## config.mk

```make
export PLATFORM = sky130hd
export DESIGN_NAME = adc_serial_tx
export DESIGN_NICKNAME = d
export VERILOG_FILES = /design/src/rtl/adc_serial_pkg.sv /design/src/rtl/adc_serial_tx_piso.sv /design/src/rtl/adc_serial_tx.sv
export SDC_FILE = /design/constraint.sdc
export NUM_CORES = 1
export LEC_CHECK = 0
export ABC_CLOCK_PERIOD_IN_PS = 1500
export CORE_UTILIZATION = 50
export CTS_CLUSTER_DIAMETER = 30
export DETAILED_ROUTE_END_ITERATION = 10
export GPL_TIMING_DRIVEN = 1
export PLACE_DENSITY = 0.79
export SLEW_MARGIN = 20
export SYNTH_ARGS = -nofsm -noshare
export SYNTH_HDL_FRONTEND = slang
export SYNTH_SLANG_ARGS = --single-unit
```

## constraint.sdc

```tcl
create_clock -name clk -period 1.5 [get_ports clk]
set_input_delay 0.225 -clock clk [delete_from_list [all_inputs] [get_ports clk]]
set_output_delay 0.225 -clock clk [all_outputs]
set_load 0.05 [all_outputs]
```

## src/rtl/adc_serial_pkg.sv

```systemverilog
// Shared constants and state encoding for the serial ADC link (transmitter and reader).
// Frame = ADC_LEAD_ZEROS zero samples followed by ADC_DATA_W data bits, MSB first.
package adc_serial_pkg;

    localparam int ADC_DATA_W     = 12;
    localparam int ADC_LEAD_ZEROS = 3;
    localparam int ADC_FRAME_LEN  = ADC_LEAD_ZEROS + ADC_DATA_W;
    localparam int ADC_CNT_W      = $clog2(ADC_FRAME_LEN + 1);

    typedef enum logic [1:0] {
        ST_QUIET,
        ST_IDLE,
        ST_LEAD,
        ST_SHIFT
    } adc_state_e;

endpackage

```

## src/rtl/adc_serial_tx_piso.sv

```systemverilog
// Parallel-load MSB-first shift register; load wins over shift, msb_o is the current head bit.
// One-cycle update latency, no backpressure (enables are driven by the owning controller).
module adc_piso #(
    parameter int W = 12
) (
    input  logic         clk,
    input  logic         rst,
    input  logic         load_i,
    input  logic         shift_i,
    input  logic [W-1:0] par_i,
    output logic         msb_o
);

    logic [W-1:0] sr_q, sr_d;

    always_comb begin
        sr_d = sr_q;
        if (load_i) begin
            sr_d = par_i;
        end else if (shift_i) begin
            sr_d = {sr_q[W-2:0], 1'b0};
        end
    end

    always_ff @(posedge clk) begin
        if (rst) begin
            sr_q <= '0;
        end else begin
            sr_q <= sr_d;
        end
    end

    assign msb_o = sr_q[W-1];

endmodule

```

## src/rtl/adc_serial_tx.sv

```systemverilog
// Serial ADC responder: one registered frame (lead zeros + sample MSB-first) per cs assertion; 1-deep
// valid/ready holding register, ready = hold empty. Optional lead-bit fault injection under FAULT_INJECT_EN.
module adc_serial_tx
    import adc_serial_pkg::*;
#(
    parameter int DATA_W     = ADC_DATA_W,
    parameter int LEAD_ZEROS = ADC_LEAD_ZEROS,
    parameter int QUIET_MIN  = 1
) (
    input  logic              clk,
    input  logic              rst,
    input  logic              adc_cs_in,
    output logic              data_out,
    input  logic [DATA_W-1:0] sample_in,
    input  logic              sample_valid_in,
    output logic              sample_ready_out,
`ifdef FAULT_INJECT_EN
    input  logic              fault_lead_in,
`endif
    output logic              busy_out,
    output logic              frame_done_out,
    output logic              underrun_out,
    output logic              abort_out
);

    localparam int CNT_W = $clog2(DATA_W + 1);
    localparam int QW    = (QUIET_MIN > 0) ? $clog2(QUIET_MIN + 1) : 1;

    adc_state_e        state_q, state_d;
    logic [CNT_W-1:0]  cnt_q, cnt_d;
    logic [QW-1:0]     quiet_q, quiet_d;
    logic [DATA_W-1:0] hold_q, hold_d, last_q, last_d;
    logic              hold_full_q, hold_full_d;
    logic              data_q, data_d;
    logic              done_q, done_d, under_q, under_d, abort_q, abort_d;
    logic              sr_load, sr_shift, sr_msb, consume, accept;
    logic              fault_lead;

`ifdef FAULT_INJECT_EN
    assign fault_lead = fault_lead_in;
`else
    assign fault_lead = 1'b0;
`endif

    adc_piso #(.W(DATA_W)) u_piso (
        .clk     (clk),
        .rst     (rst),
        .load_i  (sr_load),
        .shift_i (sr_shift),
        .par_i   (hold_full_q ? hold_q : last_q),
        .msb_o   (sr_msb)
    );

    assign accept = sample_valid_in && !hold_full_q;

    always_comb begin
        state_d  = state_q;
        cnt_d    = cnt_q;
        quiet_d  = quiet_q;
        last_d   = last_q;
        data_d   = 1'b0;
        done_d   = 1'b0;
        under_d  = 1'b0;
        abort_d  = 1'b0;
        sr_load  = 1'b0;
        sr_shift = 1'b0;
        consume  = 1'b0;
        case (state_q)
            ST_QUIET: begin
                if (!adc_cs_in) begin
                    quiet_d = '0;
                end else if ((int'(quiet_q) + 1) >= QUIET_MIN) begin
                    quiet_d = '0;
                    state_d = ST_IDLE;
                end else begin
                    quiet_d = quiet_q + 1'b1;
                end
            end
            ST_IDLE: begin
                if (!adc_cs_in) begin
                    state_d = ST_LEAD;
                    sr_load = 1'b1;
                    cnt_d   = '0;
                    data_d  = fault_lead;
                    if (hold_full_q) begin
                        consume = 1'b1;
                        last_d  = hold_q;
                    end else begin
                        under_d = 1'b1;
                    end
                end
            end
            ST_LEAD: begin
                if (adc_cs_in) begin
                    abort_d = 1'b1;
                    state_d = ST_QUIET;
                    quiet_d = '0;
                end else if (cnt_q == CNT_W'(LEAD_ZEROS - 2)) begin
                    data_d   = sr_msb;
                    sr_shift = 1'b1;
                    cnt_d    = CNT_W'(1);
                    state_d  = ST_SHIFT;
                end else begin
                    cnt_d = cnt_q + 1'b1;
                end
            end
            ST_SHIFT: begin
                // cnt_q counts data bits already driven; the edge after the last bit closes the frame
                if (cnt_q == CNT_W'(DATA_W)) begin
                    state_d = ST_QUIET;
                    quiet_d = '0;
                end else if (adc_cs_in) begin
                    abort_d = 1'b1;
                    state_d = ST_QUIET;
                    quiet_d = '0;
                end else begin
                    data_d   = sr_msb;
                    sr_shift = 1'b1;
                    cnt_d    = cnt_q + 1'b1;
                    done_d   = (cnt_q == CNT_W'(DATA_W - 1));
                end
            end
            default: state_d = ST_QUIET;
        endcase

        hold_full_d = hold_full_q && !consume;
        hold_d      = hold_q;
        if (accept) begin
            hold_full_d = 1'b1;
            hold_d      = sample_in;
        end
    end

    always_ff @(posedge clk) begin
        if (rst) begin
            state_q     <= ST_QUIET;
            cnt_q       <= '0;
            quiet_q     <= '0;
            hold_q      <= '0;
            last_q      <= '0;
            hold_full_q <= 1'b0;
            data_q      <= 1'b0;
            done_q      <= 1'b0;
            under_q     <= 1'b0;
            abort_q     <= 1'b0;
        end else begin
            state_q     <= state_d;
            cnt_q       <= cnt_d;
            quiet_q     <= quiet_d;
            hold_q      <= hold_d;
            last_q      <= last_d;
            hold_full_q <= hold_full_d;
            data_q      <= data_d;
            done_q      <= done_d;
            under_q     <= under_d;
            abort_q     <= abort_d;
        end
    end

    assign data_out         = data_q;
    assign sample_ready_out = !hold_full_q;
    assign busy_out         = (state_q == ST_LEAD) || (state_q == ST_SHIFT);
    assign frame_done_out   = done_q;
    assign underrun_out     = under_q;
    assign abort_out        = abort_q;

endmodule
```

[Yosys cells after proc, flatten, opt, wreduce, memory -nomap -nowiden]
Cells that the tools add are included.
Storage, ports and cells
  input bits: 16
  output and inout bits: 6
  word-level logic and storage cells: 87
  flip-flop bits (word level): 48
Operators by class
  multiplexer cells: 41
  bitwise gates (word level): 3
  reductions and logical operators: 14
  equal/unequal tests: 14
  add/sub/neg operators: 3
  magnitude comparators: 1
Operator list (count)
  $mux W12: 3
  $mux W1: 20
  $mux W4: 5
  $mux W2: 7
  $ne A2 B2 Y1 const B: 6
  $pmux W4 S3: 1
  $reduce_and A5 Y1: 2
  $eq A4 B4 Y1 const B: 2
  $pmux W2 S4: 1
  $ne A3 B3 Y1 const B: 2
  $pmux W1 S2: 3
  $reduce_bool A3 Y1: 2
  $add A4 B1 Y4 const B: 1
  $eq A2 B2 Y1 const B: 2
  $eq A4 B1 Y1 const B: 1
  $reduce_or A4 Y1: 1
  $not A1 Y1: 3
  $pmux W1 S3: 1
  $reduce_or A3 Y1: 1
  $add A1 B1 Y2 const B: 1
  $eq A2 B1 Y1 const B: 1
  $ge A2 B1 Y1 const B: 1
  $logic_and A1 B1 Y1: 2
  $logic_not A1 Y1: 2
  other kinds (5): 5

[Logic depth before layout (Yosys ltp)]
Gate-level depths: netlist of run 1.
  depth after elaboration: 6
  gate-level depth with buffers: 7
  mapped depth without buffers: 6

[Cells and area by module]
From an unflattened synthesis of run 1, not the netlist that was laid out.
Unflattened totals
  cells, all modules: 225
  area, all modules: 2184.6 um^2
By module, submodules not included
  adc_serial_tx: area each 1586.5 um^2, cells each 172, seq. area each 700.7 um^2, times used 1
  adc_piso: area each 598.1 um^2, cells each 53, seq. area each 240.2 um^2, times used 1

[Worst setup path after synthesis of run 1]
No wires, ideal clock.
  kind: register to register
  start: reg cnt_q[0]
  end: reg cnt_q[1]
  library setup time: 128 ps
  setup slack: -32 ps
  cell stages (with the launch flop): 7
  period minus slack after synthesis: 1532 ps
  arrival time: 1404 ps
  data required time: 1372 ps
  buffers on the path: 0
  path through: dfxtp_1 -> inv_1 -> ha_1 -> and4_1 -> a211oi_2 -> mux2i_1 -> nor2_1
On the way
  longest elaborated chain between the ends: 4
  elaborated cells between the ends (all ways): 10
  classes of those cells: add/sub (1); eq/ne (3); mux (5); reduce/logical (1)
RTL lines
  start, declared: line adc_serial_tx.sv:30  | logic [CNT_W-1:0] cnt_q, cnt_d;
  start signal, assigned: line adc_serial_tx.sv:148  | cnt_q <= cnt_d;
  $add A4 B1 Y4 or $eq A4 B1 Y1 (tied branches): line adc_serial_tx.sv:104, adc_serial_tx.sv:119, adc_serial_tx.sv:98
  $mux W4, on equally long branches: line adc_serial_tx.sv:112, adc_serial_tx.sv:98
  $mux W4, on equally long branches: line adc_serial_tx.sv:109, adc_serial_tx.sv:94
  $pmux W4 S3: line adc_serial_tx.sv:68  | case (state_q)
Several ways; a longest one is shown, not always the timed one. The select of a mux whose other input is x is not followed.
A chain may end at the register's enable or synchronous reset.

[Worst setup path after layout of run 1]
Same ends and word-level chain as after synthesis.

==> impl_metrics.csv, run 1 <==
group,metric,value,unit
run_status,outcome,"completed",
sta,min_period,1.48,ns
global_route,antenna_found_initial,0,
placement,dpl_cell_area,0.00242,mm^2
cells_and_area,final_area,0.00259,mm^2
clocking,tritoncts,"yes",
routing,drc,0,
sta,setup_viol,0,
worst_setup_path,cpMaxStageDelayCell,"dfxtp_4",
routing,vias_per_cell,5.51,
worst_setup_path,critPathTopFamily,"flip-flops",
placement,portBuffers,21,
sta,clock_skew,0.00561,ns
placement,dp_slack,-0.185,ns
power,p_leak,1.02,nW
synth,synthArstFlopShare,0,%
run,cap_violations,0,
worst_setup_path,max_stage_delay,0.39,ns
floorplan,core_area,0.00377,mm^2
synth,syn-num-nets,250,
synth,synth_area,0.00203,mm^2
clocking,cts.path.max_buffers,2,
sta,drv_slew,0,
power,peakVddDrop,0.516,mV
worst_setup_path,crit_chain,"inv_2 > ha_2 > and4_4 > a211oi_4 > mux2i_1 > nor2_1",
cells_and_area,fin_util,68.7,%
clocking,clkSinkCount,47,
clocking,h-tree-depth,2,
clocking,cts_hold_buf,0,
min_path,hp-class,"reg2reg",
power,power.density,956,mW/mm^2
worst_setup_path,worstSetupStartpointType,"flop",
routing,routedWlPerCell,13.6,um
floorplan,num_rows,22,
clocking,cts.reportedPaths.clkPinSlew,0.09,ns
global_route,grt_pass1_vias,1519,
clocking,cts_buffers,5,
worst_setup_path,endpoint_kind,"flop",
synth,synth_warnings,0,
synth,netlist-cell-type-count,35,
sta,layout_setup_ws,0.0249,ns
synth,seq_area_frac_synth,46.2,%
routing,finalWirelength,4300,um
sta,fmax,0.678,GHz
sta,rsz0062_at_grt,"yes",
floorplan,die_x,65.8,um
placement,gp_congestion,0.884,
synth,synth-main-ff-cell,"dfxtp_1",
worst_setup_path,critPathBufInv,1,
synth,avgSynthCellArea,8.81,um^2
global_route,grt_max_degree,37,
clocking,clkLatencyLatePin,0.31,ns
worst_setup_path,path_max_fanout,4,
synth,synth-edff-count,0,
sta,setup_tns,0,ns
routing,ant_nets,0,
cells_and_area,area_growth,27.3,%
clocking,cts_root_buffer,"clkbuf_8",
floorplan,ios,22,
routing,vias,1737,
cells_and_area,diodes,0,
cells_and_area,nets,285,
placement,dpl.hpwl,2760,um
global_route,grt.overflow.total,0,
sta,relSlewSlack,72.4,%
worst_setup_path,worstPathRequired,1.70,ns
sta,finalCritPeriodShare,98.3,%
synth,ys_seq_elements,47,
worst_setup_path,critical_path_class,"reg2reg",
routing,first_iter_violations,89,
synth,syn_inst,231,
sta,tightest_slew,0.413,ns
sta,hold_viol,0,
floorplan,initial_core_util,53.9,%
routing,drtPass1Iterations,4,
worst_setup_path,arrival,1.68,ns
power,p_total,2.48,mW
cells_and_area,drive_gt1_share,20.6,%
floorplan,die-area,0.00433,mm^2
global_route,grt_use_total,21.4,%
floorplan,dieHeight,65.8,um
global_route,grt_pass1_wl,6960,um
## routing by layer
metal	share of wire (%)	vias up	GRT usage [%]
li1	-	885	-
met1	46	801	26.3
met2	48	47	34.9
met3	5.6	4	5.00
met4	0.88	0	10.6
met5	0	-	0
## power by group
part	internal, mW	total [mW]	leakage [nW]	switching [mW]
registers	1.31	1.34	0.385	0.0376
clock network	0.333	0.783	0.0408	0.450
logic	0.178	0.348	0.597	0.170
total	1.82	2.48	1.02	0.658
## state kept, by name, indices dropped and copies added, names as in the netlist
name,flops
frame_done_out,1
last_q,12
data_out,1
cnt_q,4
hold_full_q,1
abort_out,1
state_q,2
underrun_out,1
hold_q,12
u_piso.sr_q,12
## through the flow
step           hold WS (ns)  std cells
3_5_place_dp          0.450        303
6_report              0.461        315
4_1_cts               0.451        314
2_1_floorplan         0.350        231
5_1_grt               0.467        315
3_3_place_gp          0.440        303
## tightest hold or removal path: cells and delay by family (launching register included)
kind	cells	cell delay, ns
flip-flops	1	0.32
AND/OR/NAND/NOR	1	0.05
AO/OA/AOI/OAI	1	0.05
## cells in the final DEF, fill, tap and decap left out, types with 2 or more instances in the layout
cell	synthesis	layout
dfxtp_1	47	45
nand2_1	34	34
a21oi_1	31	31
buf_4	2	26
nand3_1	17	17
nor2_1	17	17
clkdlybuf4s50_1	0	15
mux2i_1	12	12
o311a_1	11	11
o21a_1	11	11
clkbuf_8	0	5
buf_12	0	4
inv_1	5	3
nand2b_1	3	3
inv_2	0	2
and2_4	1	2
nor2b_1	2	2
nor3b_1	2	2
clkinvlp_4	0	2
## synth_stat cells (2+ instances only)
cell type / count / area, um^2
nor2b_1: 2 / 12.5
nor2_1: 17 / 63.8
inv_1: 5 / 18.8
buf_2: 10 / 50.1
dfxtp_1: 47 / 941
ha_1: 3 / 37.5
nor3b_1: 2 / 15.0
mux2i_1: 12 / 120
nand2b_1: 3 / 18.8
buf_1: 2 / 7.51
nand3_1: 17 / 85.1
clkbuf_1: 4 / 15.0
buf_4: 2 / 15.0
o311a_1: 11 / 110
nand2_1: 34 / 128
o21a_1: 11 / 82.6
a21oi_1: 31 / 155
## final timing paths
check	slack (ns)	startpoint	endpoint	cells past startpoint
max	0.02	cnt_q[0]	cnt_q[1]	6
min	0.46	last_q[0]	last_q[0]	2
max reg2reg	0.02	cnt_q[0]	cnt_q[1]	6
min reg2reg	0.46	last_q[0]	last_q[0]	2
## kinds of logic (layout without fill, tap and decap cells)
family          Yosys count  in the layout  share of synthesized area (%)
mux                      13             13                           6.46
buf+inv                  24             59                           5.78
simple gates             82             83                           18.8
fa+ha+maj                 3              3                           1.85
compound gates           61             61                           20.5
flops                    47             47                           46.2
xor+xnor                  1              1                          0.431
## area by class of cell
class,instances,area (um^2)
Multi-Input combinational cell,161,1040
Tap cell,48,60.1
Clock inverter,3,23.8
Fill cell,287,1180
Timing Repair Buffer,46,437
Clock buffer,5,68.8
Inverter,5,18.8
Sequential cell,47,946
## what timing repair did
item / CTS / global route
gates cloned: 1 / 0
pin swaps: 2 / 3
buffers inserted: 2 / 1
resized for setup: 7 / 8
endpoints found under the setup margin: 15 / 16
No activity file was read; power rests on OpenSTA's default activity.
==> run 2: changes to the inputs <==
Settings changed: PLACE_DENSITY 0.79 to 0.75.
==> impl_metrics.csv, run 2 (same netlist as run 1, synthesis figures left out) <==
group,metric,value,unit
global_route,grt_pass1_wl,7120,um
clocking,cts.path.max_buffers,2,
worst_setup_path,arrival,1.70,ns
worst_setup_path,worstSetupStartpointType,"flop",
floorplan,dieHeight,65.8,um
placement,dpl_cell_area,0.00241,mm^2
clocking,cts.reportedPaths.clkPinSlew,0.09,ns
placement,dp_slack,-0.205,ns
global_route,grt.overflow.total,0,
run_status,violations,"negative setup slack",
power,power.density,1000,mW/mm^2
placement,gp_congestion,0.921,
run_status,outcome,"finished, violations left",
min_path,hp-class,"in2reg",
cells_and_area,area_growth,28.5,%
floorplan,ios,22,
worst_setup_path,cpMaxStageDelayCell,"dfxtp_2",
floorplan,die-area,0.00433,mm^2
power,peakVddDrop,0.679,mV
global_route,met2_usage,35.3,%
global_route,grtUsageMet3,6.38,%
run,cap_violations,0,
global_route,antenna_found_initial,0,
cells_and_area,fillers,285,
routing,drc,0,
clocking,tritoncts,"yes",
placement,dpl.hpwl,2730,um
power,p_total,2.61,mW
global_route,grt_use_total,21.8,%
sta,setup_tns,-0.00455,ns
routing,ant_nets,0,
cells_and_area,instances_no_fill,315,
clocking,cts_root_buffer,"clkbuf_8",
worst_setup_path,max_stage_delay,0.36,ns
routing,drtPass1Iterations,4,
sta,relSlewSlack,72.0,%
worst_setup_path,path_max_fanout,7,
sta,clock_skew,0.00736,ns
min_path,whs_endpoint,"hold_q[10]",
sta,timing.hold.ws,0.456,ns
floorplan,initial_core_util,53.9,%
floorplan,num_rows,22,
cells_and_area,drive_gt1_share,21.3,%
global_route,grt_max_degree,47,
routing,routedWlPerCell,13.7,um
clocking,clkSinkCount,47,
worst_setup_path,crit_chain,"buf_6 > ha_4 > nor2b_4 > o211ai_2 > and2_4 > o311a_1",
cells_and_area,final_cell_mix,"44 x dfxtp_1, 34 x nand2_1, 31 x a21oi_1",
routing,vias_per_cell,5.55,
cells_and_area,reg_top3,"hold_q x12, last_q x12, u_piso.sr_q x12",
sta,tightest_slew,0.419,ns
clocking,clkLatencyLatePin,0.31,ns
routing,finalWirelength,4330,um
floorplan,die_x,65.8,um
sta,hold_viol,0,
worst_setup_path,r2r_start,"cnt_q[0]",
sta,drv_slew,0,
sta,layout_setup_ws,-0.00455,ns
min_path,hold_depth,3,
sta,min_period,1.50,ns
worst_setup_path,r2r_cells,6,
global_route,grt_pass1_vias,1597,
sta,rsz0062_at_grt,"yes",
sta,finalCritPeriodShare,100,%
placement,dp_cells,302,
clocking,h-tree-depth,2,
min_path,hold_start,"sample_in[10]",
cells_and_area,nets,285,
cells_and_area,fin_util,69.3,%
placement,portBuffers,21,
worst_setup_path,worst-r2r-setup-slack,-0.005,ns
clocking,cts_buffers,5,
sta,setup_viol,1,
worst_setup_path,worstPathRequired,1.70,ns
clocking,cts_hold_buf,0,
global_route,gr-usage-met1,26.9,%
power,p_leak,1.04,nW
sta,fmax,0.665,GHz
worst_setup_path,reg2reg_to,"u_piso.sr_q[3]",
cells_and_area,final_common_cell,"dfxtp_1",
cells_and_area,diodes,0,
global_route,grt.busiest_layer,"met2",
worst_setup_path,critical_path_class,"reg2reg",
worst_setup_path,endpoint_kind,"flop",
floorplan,core_area,0.00377,mm^2
routing,first_iter_violations,122,
routing,vias,1749,
cells_and_area,final_area,0.00262,mm^2
## run 2: repair_timing
action | CTS | global route
resized for setup | 3 | 13
setup buffers | 3 | 1
pin swaps | 3 | 4
setup endpoints to repair | 3 | 17
gates cloned | 0 | 1
## run 2: power breakdown
part / leakage, nW / internal (mW) / total, mW / switching, mW
clock: 0.0581 / 0.496 / 0.924 / 0.428
sequential: 0.385 / 1.31 / 1.34 / 0.0350
combinational: 0.600 / 0.177 / 0.348 / 0.171
total: 1.04 / 1.98 / 2.61 / 0.633
## run 2: metal layers
metal  part of all wire, %  routed length [um]
met1                    47                2020
met2                    46                2010
met3                   5.2                 226
met4                   1.7                  72
met5                     0                   0
## run 2: final cells by class
cell class	count	area [um^2]	share of cell area, %
Multi-Input combinational cell	161	1040	39.9
Timing Repair Buffer	46	437	16.7
Inverter	5	18.8	0.718
Clock inverter	3	43.8	1.67
Sequential cell	47	945	36.1
Tap cell	48	60.1	2.30
Clock buffer	5	68.8	2.63
## run 2: worst max-delay path, delay by kind of cell, from the launching register on
kind,cells,cell delay (ns)
AO/OA/AOI/OAI,2,0.42
adder cells (fa/ha/maj),1,0.11
buffers and inverters,1,0.11
flip-flops,1,0.36
AND/OR/NAND/NOR,2,0.39
## run 2: worst max path at each step
stage | end | slack, ns | start
detailed placement | cnt_q[1] | -0.21 | adc_cs_in
CTS | cnt_q[1] | -0.01 | cnt_q[1]
finish | u_piso.sr_q[3] | -0.005 | cnt_q[0]
floorplan | u_piso.sr_q[1] | 0.01 | cnt_q[0]
global placement | cnt_q[1] | -0.16 | adc_cs_in
global route | u_piso.sr_q[2] | -0.06 | cnt_q[0]
